===== src/rtl/vga_pixel_arbiter.sv =====
// vga_pixel_arbiter: buffers painter pixel writes in a small FIFO and forwards
// them to the VGA framebuffer adapter one per cycle, with a full-screen
// background clear sweep that suspends FIFO pops while it runs.
//
// state   | meaning
// --------+---------------------------------------------------------------
// S_IDLE  | pop one FIFO entry per cycle when non-empty
// S_CLEAR | sweep (0,0)..(X_MAX,Y_MAX) with BG_COLOUR; FIFO keeps filling
module vga_pixel_arbiter #(
  parameter int         FIFO_DEPTH = 8,
  parameter logic [2:0] BG_COLOUR  = 3'b000,
  parameter int         X_MAX      = 159,
  parameter int         Y_MAX      = 119
) (
  input  logic       clk,
  input  logic       resetn,
  input  logic       clear_req,
  input  logic [7:0] in_x,
  input  logic [6:0] in_y,
  input  logic [2:0] in_colour,
  input  logic       in_plot,
  output logic [7:0] vga_x,
  output logic [6:0] vga_y,
  output logic [2:0] vga_colour,
  output logic       vga_plot,
  output logic       busy,
  output logic       clear_done,
  output logic       overflow
);

  localparam int         AW      = $clog2(FIFO_DEPTH);
  localparam logic [AW:0]   L_DEPTH = (AW+1)'(FIFO_DEPTH);
  localparam logic [AW:0]   L_CONE  = (AW+1)'(1);
  localparam logic [AW-1:0] L_PONE  = AW'(1);
  localparam logic [7:0]    L_XMAX  = 8'(X_MAX);
  localparam logic [6:0]    L_YMAX  = 7'(Y_MAX);

  typedef enum logic {S_IDLE, S_CLEAR} state_t;

  state_t        r_state;
  state_t        w_state_nxt;
  logic [AW:0]   r_count;
  logic [AW-1:0] r_wr_ptr;
  logic [AW-1:0] r_rd_ptr;
  logic [17:0]   r_mem [FIFO_DEPTH];
  logic [7:0]    r_cx;
  logic [6:0]    r_cy;
  logic          r_sweep_end;
  logic [7:0]    r_vga_x;
  logic [6:0]    r_vga_y;
  logic [2:0]    r_vga_colour;
  logic          r_vga_plot;
  logic          r_clear_done;
  logic          r_overflow;

  logic w_pop;
  logic w_sweep_go;
  logic w_sweep_last;
  logic w_clear_start;
  logic w_in_range;
  logic w_push_req;
  logic w_push;
  logic w_drop;
  logic w_full;
  logic w_empty;

  assign w_in_range = (in_x <= L_XMAX) && (in_y <= L_YMAX);
  assign w_push_req = in_plot && w_in_range;
  assign w_full     = (r_count == L_DEPTH);
  assign w_empty    = (r_count == '0);
  // A full FIFO still accepts a push when the same cycle frees a slot.
  assign w_push     = w_push_req && (!w_full || w_pop);
  assign w_drop     = w_push_req && w_full && !w_pop;

  // State register.
  always_ff @(posedge clk) begin
    if (!resetn) r_state <= S_IDLE;
    else         r_state <= w_state_nxt;
  end

  // Next state and per-cycle actions; a clear request beats a pending pop.
  always_comb begin
    w_state_nxt   = r_state;
    w_pop         = 1'b0;
    w_sweep_go    = 1'b0;
    w_sweep_last  = 1'b0;
    w_clear_start = 1'b0;
    case (r_state)
      S_IDLE: begin
        if (clear_req) begin
          w_state_nxt   = S_CLEAR;
          w_clear_start = 1'b1;
        end else if (!w_empty) begin
          w_pop = 1'b1;
        end
      end
      S_CLEAR: begin
        w_sweep_go = 1'b1;
        if (r_cx == L_XMAX && r_cy == L_YMAX) begin
          w_sweep_last = 1'b1;
          w_state_nxt  = S_IDLE;
        end
      end
      default: w_state_nxt = S_IDLE;
    endcase
  end

  // FIFO pointers and occupancy; pointers wrap naturally at FIFO_DEPTH.
  always_ff @(posedge clk) begin
    if (!resetn) begin
      r_wr_ptr <= '0;
      r_rd_ptr <= '0;
      r_count  <= '0;
    end else begin
      if (w_push) r_wr_ptr <= r_wr_ptr + L_PONE;
      if (w_pop)  r_rd_ptr <= r_rd_ptr + L_PONE;
      case ({w_push, w_pop})
        2'b10:   r_count <= r_count + L_CONE;
        2'b01:   r_count <= r_count - L_CONE;
        default: r_count <= r_count;
      endcase
    end
  end

  // FIFO storage; contents are meaningless while the occupancy is zero.
  always_ff @(posedge clk) begin
    if (w_push) r_mem[r_wr_ptr] <= {in_x, in_y, in_colour};
  end

  // Clear sweep counters, x fastest, restarted on every entry to S_CLEAR.
  always_ff @(posedge clk) begin
    if (!resetn || w_clear_start) begin
      r_cx <= '0;
      r_cy <= '0;
    end else if (w_sweep_go) begin
      if (r_cx == L_XMAX) begin
        r_cx <= '0;
        r_cy <= (r_cy == L_YMAX) ? 7'd0 : r_cy + 7'd1;
      end else begin
        r_cx <= r_cx + 8'd1;
      end
    end
  end

  // Registered adapter outputs; coordinates hold when nothing is issued.
  always_ff @(posedge clk) begin
    if (!resetn) begin
      r_vga_x      <= '0;
      r_vga_y      <= '0;
      r_vga_colour <= '0;
      r_vga_plot   <= 1'b0;
    end else begin
      r_vga_plot <= w_pop || w_sweep_go;
      if (w_sweep_go) begin
        r_vga_x      <= r_cx;
        r_vga_y      <= r_cy;
        r_vga_colour <= BG_COLOUR;
      end else if (w_pop) begin
        {r_vga_x, r_vga_y, r_vga_colour} <= r_mem[r_rd_ptr];
      end
    end
  end

  // clear_done trails the last sweep pixel by one cycle; overflow is sticky.
  always_ff @(posedge clk) begin
    if (!resetn) begin
      r_sweep_end  <= 1'b0;
      r_clear_done <= 1'b0;
      r_overflow   <= 1'b0;
    end else begin
      r_sweep_end  <= w_sweep_last;
      r_clear_done <= r_sweep_end;
      r_overflow   <= r_overflow || w_drop;
    end
  end

  assign vga_x      = r_vga_x;
  assign vga_y      = r_vga_y;
  assign vga_colour = r_vga_colour;
  assign vga_plot   = r_vga_plot;
  assign clear_done = r_clear_done;
  assign overflow   = r_overflow;
  assign busy       = (r_state == S_CLEAR) || !w_empty;

endmodule


===== config.mk =====
export PLATFORM = sky130hd
export DESIGN_NAME = vga_pixel_arbiter
export DESIGN_NICKNAME = d
export VERILOG_FILES = /design/src/rtl/vga_pixel_arbiter.sv
export SDC_FILE = /design/constraint.sdc
export NUM_CORES = 1
export LEC_CHECK = 0
export ABC_AREA = 1
export BUFFER_PORTS_ARGS = -buffer_cell sky130_fd_sc_hd__buf_4
export CORE_ASPECT_RATIO = 0.6
export CORE_MARGIN = 2
export CORE_UTILIZATION = 30
export DETAILED_ROUTE_END_ITERATION = 16
export HOLD_SLACK_MARGIN = 0.12
export SETUP_SLACK_MARGIN = 0.3
export SYNTH_ARGS = -nofsm -noshare
export SYNTH_HDL_FRONTEND = slang
export SYNTH_SLANG_ARGS = --single-unit

===== constraint.sdc =====
create_clock -name clk -period 3 [get_ports clk]
set_input_delay 0.45 -clock clk [delete_from_list [all_inputs] [get_ports clk]]
set_output_delay 0.45 -clock clk [all_outputs]
set_load 0.05 [all_outputs]

==> impl_metrics.toml <==
[power]
switching_share = 0.298
comb_power_share = 0.172
switchingPower_uw = 1900
vdd_drop_max_uv = 405
seq_power_share = 0.484
leakage_uw = 0.00314
power_density_mw_per_mm2 = 695
clockPowerShare = 0.344
intPower_uw = 4460

[cts]
holdBufCountCts = 0
clk_latency_ns = 0.44
ctsResizeCount = 0
cts.sinks = 195
clock_path_buffers = 2
clockRootBuffer = "clkbuf_16"
cts_buffers = 17
htreeDepth = 4
cts_tree = "done"
clk_pin_slew_worst_paths_ns = 0.07
postCtsSetupRepairBufs = 0

[detailed_routing]
routed_wl_mm = 18.6
drtIter0Drc = 435
dr.pass1.iters = 5
drcViolationCount = 0
ant_nets = 0
dr_total_vias = 5241
wl_per_cell_um = 16.8
viasPerCell = 4.74

[sta]
hold_viol = 0
skew_ns = 0.0117
setup_viol = 0
max_freq_ghz = 0.479
rsz0062_at_grt = "false"
fin_setup_tns_ns = 0
min_period_ns = 2.09
whs_ns = 0.244
post-route-period-util = 0.696
slew_violations = 0
tightest_slew_ns = 0.756
fin_ws_ns = 0.911
slew_headroom = 0.496

[setup_path]
r2r_setup_slack_ns = 0.91
cpMaxStageDelayCell = "dfxtp_1"
crit_path_max_incr_delay_ns = 0.35
r2r_cells = 15
worst-path-buf-inv = 2
crit_required_ns = 3.33
path_cells = "nor2_2 > nand2_1 > nand2_2 > inv_2 > nand2_1 > inv_1 > ha_1 > a21oi_1 > nor2_1 > nor2_1 > nand2_1 > nand2_1 > nand3_1 > nand2_1 > nor2_1"
path_class = "register to register"
cp_max_fo = 9
crit_top_cell = "nand2_1"
arrival_ns = 2.42
rr_endpoint = "r_count[3]"
crit_family = "simple AND/OR/NAND/NOR gates"
critPathLaunchType = "register"
r2r_start = "r_count[0]"
crit_path_end_kind = "register"

[grt]
grt_pass1_wl_mm = 28.8
busiest_layer = "met1"
grt_use_met2 = 0.198
grtUsageMet3 = 0.0305
grt_util_all_layers = 0.142
grtUsageMet1 = 0.217
overflow = 0
grt_start_max_net_pins = 73
antenna_found_initial = 0
grt_pass1_vias = 4938

[die]
die-area_mm2 = 0.0273
start_util = 0.307
core_area_mm2 = 0.0254
die_w_um = 212
pin_count = 44
rows = 45
dieHeight_um = 129

[synth]
synth_cells = 695
synth.distinct_cells = 30
synth_area_leader_cell = "edfxtp_1"
ys.flop_type = "edfxtp_1"
synth.cell_area_mm2 = 0.00779
ys_seq_elements = 195
synth_fp_nets = 724
synth_edf_count = 144
synth_top_area_frac = 0.555
yosysMostFrequentCell = "nor2_1"
yosysWarnings = 0
syn_area_per_cell_um2 = 11.2
synth.area.top_cells = "edfxtp_1, dfxtp_1, nor2_1"
ys_seq_area_frac = 0.686
async_flop_share = 0
synth_common_cells = "nor2_1, edfxtp_1, o21ai_0"

[min_path]
min_from = "in_x[0]"
hold_path_end = "r_mem[7][10]"
hold_depth = 1
min_path_type = "input pin to register"

[layout]
nNetsFinal = 770
fin_cells = 1106
antenna_cells = 0
syn2layout_area_growth_pct = 17.4
fill_cells = 2457
drive_gt1_frac = 0.147
register_area_mm2 = 0.00535
multi_input_area_mm2 = 0.00215

[placement]
pre_cts_slack_ns = 0.639
gp_congestion = 0.843
dp.cells = 1074
dp.final_hpwl_mm = 12.1
io_buffers = 43

[run_status]
status = "finished, final reports clean"

[flow_run]
max_cap_viol_count = 0
## layout by cell type (no fill, tap or decap), drive strengths merged
cell type,n
nand2,56
edfxtp,144
clkinvlp,2
nor2,157
a22oi,12
fa,1
a21oi,30
inv,42
clkinv,4
nand4,5
a31oi,1
o21ai,83
xnor2,2
ha,6
o211ai,37
and3,1
clkbuf,19
xor2,4
a41oi,1
nand3,30
a21boi,2
buf,61
nor3,3
dfxtp,51
## worst reg2reg max path, stage by stage (launching register included)
cell     delay, ns
dfxtp_1       0.35
nor2_2        0.16
nand2_1       0.08
nand2_2       0.22
inv_2         0.06
nand2_1       0.14
inv_1         0.08
ha_1          0.28
a21oi_1       0.14
nor2_1        0.05
nor2_1        0.12
nand2_1       0.06
nand2_1       0.08
nand3_1       0.07
nand2_1       0.07
nor2_1        0.04
## cell type report
| class | count | share of cell area |
|---|---|---|
| Sequential cell | 195 | 0.585 |
| Multi-Input combinational cell | 431 | 0.235 |
| Timing Repair Buffer | 61 | 0.0555 |
| Clock buffer | 19 | 0.0495 |
| Tap cell | 352 | 0.0482 |
| Inverter | 35 | 0.0144 |
| Clock inverter | 13 | 0.0126 |
## registers in the layout (all words and copies together) (netlist names), 3 cells and up, named ones only
register and flops:
r_count 4, r_cx 8, r_cy 7, r_mem 144, r_rd_ptr 3, r_wr_ptr 3
vga_colour 3, vga_x 8, vga_y 7
## stage by stage
step                      total power (uW)   util  instance area [um2]
after CTS                             6410  0.360                 9150
final                                 6360  0.360                 9150
after global routing                  6650  0.360                 9150
after floorplan                       3890      -                 7790
after detailed placement              4230  0.338                 8580
after global placement                4230  0.338                 8580
## power groups by stage
stage	Combinational, uW	Clock [uW]	Sequential [uW]
detailed placement	1090	0	3140
global placement	1090	0	3140
finish	1090	2190	3080
CTS	1100	2230	3080
floorplan	667	0	3220
global route	1220	2340	3090
## cell families after synthesis
logic type	synth area share
adder cells (fa/ha/maj)	0.0122
AND/OR/NAND/NOR	0.131
AO/OA/AOI/OAI	0.124
XOR/XNOR	0.00674
flip-flops	0.686
buffers and inverters	0.0405
## worst max-delay path by stage
stage | endpoint | startpoint | slack, ns | cells after the start
after floorplan | r_mem[0][0] | in_x[5] | 0.72 | 5
after global placement | r_count[3] | in_x[5] | 0.65 | 14
after detailed placement | r_count[3] | in_x[5] | 0.64 | 14
after CTS | r_count[3] | r_count[0] | 0.93 | 15
after global routing | r_count[3] | r_count[3] | 0.72 | 15
final | r_count[3] | r_count[0] | 0.91 | 15
## per-layer routing
layer / part of all wire / vias up
li1: - / 2552
met1: 0.51 / 2505
met2: 0.42 / 165
met3: 0.060 / 19
met4: 0.011 / 0
met5: 0 / -
(Power assumes the default switching activity.)
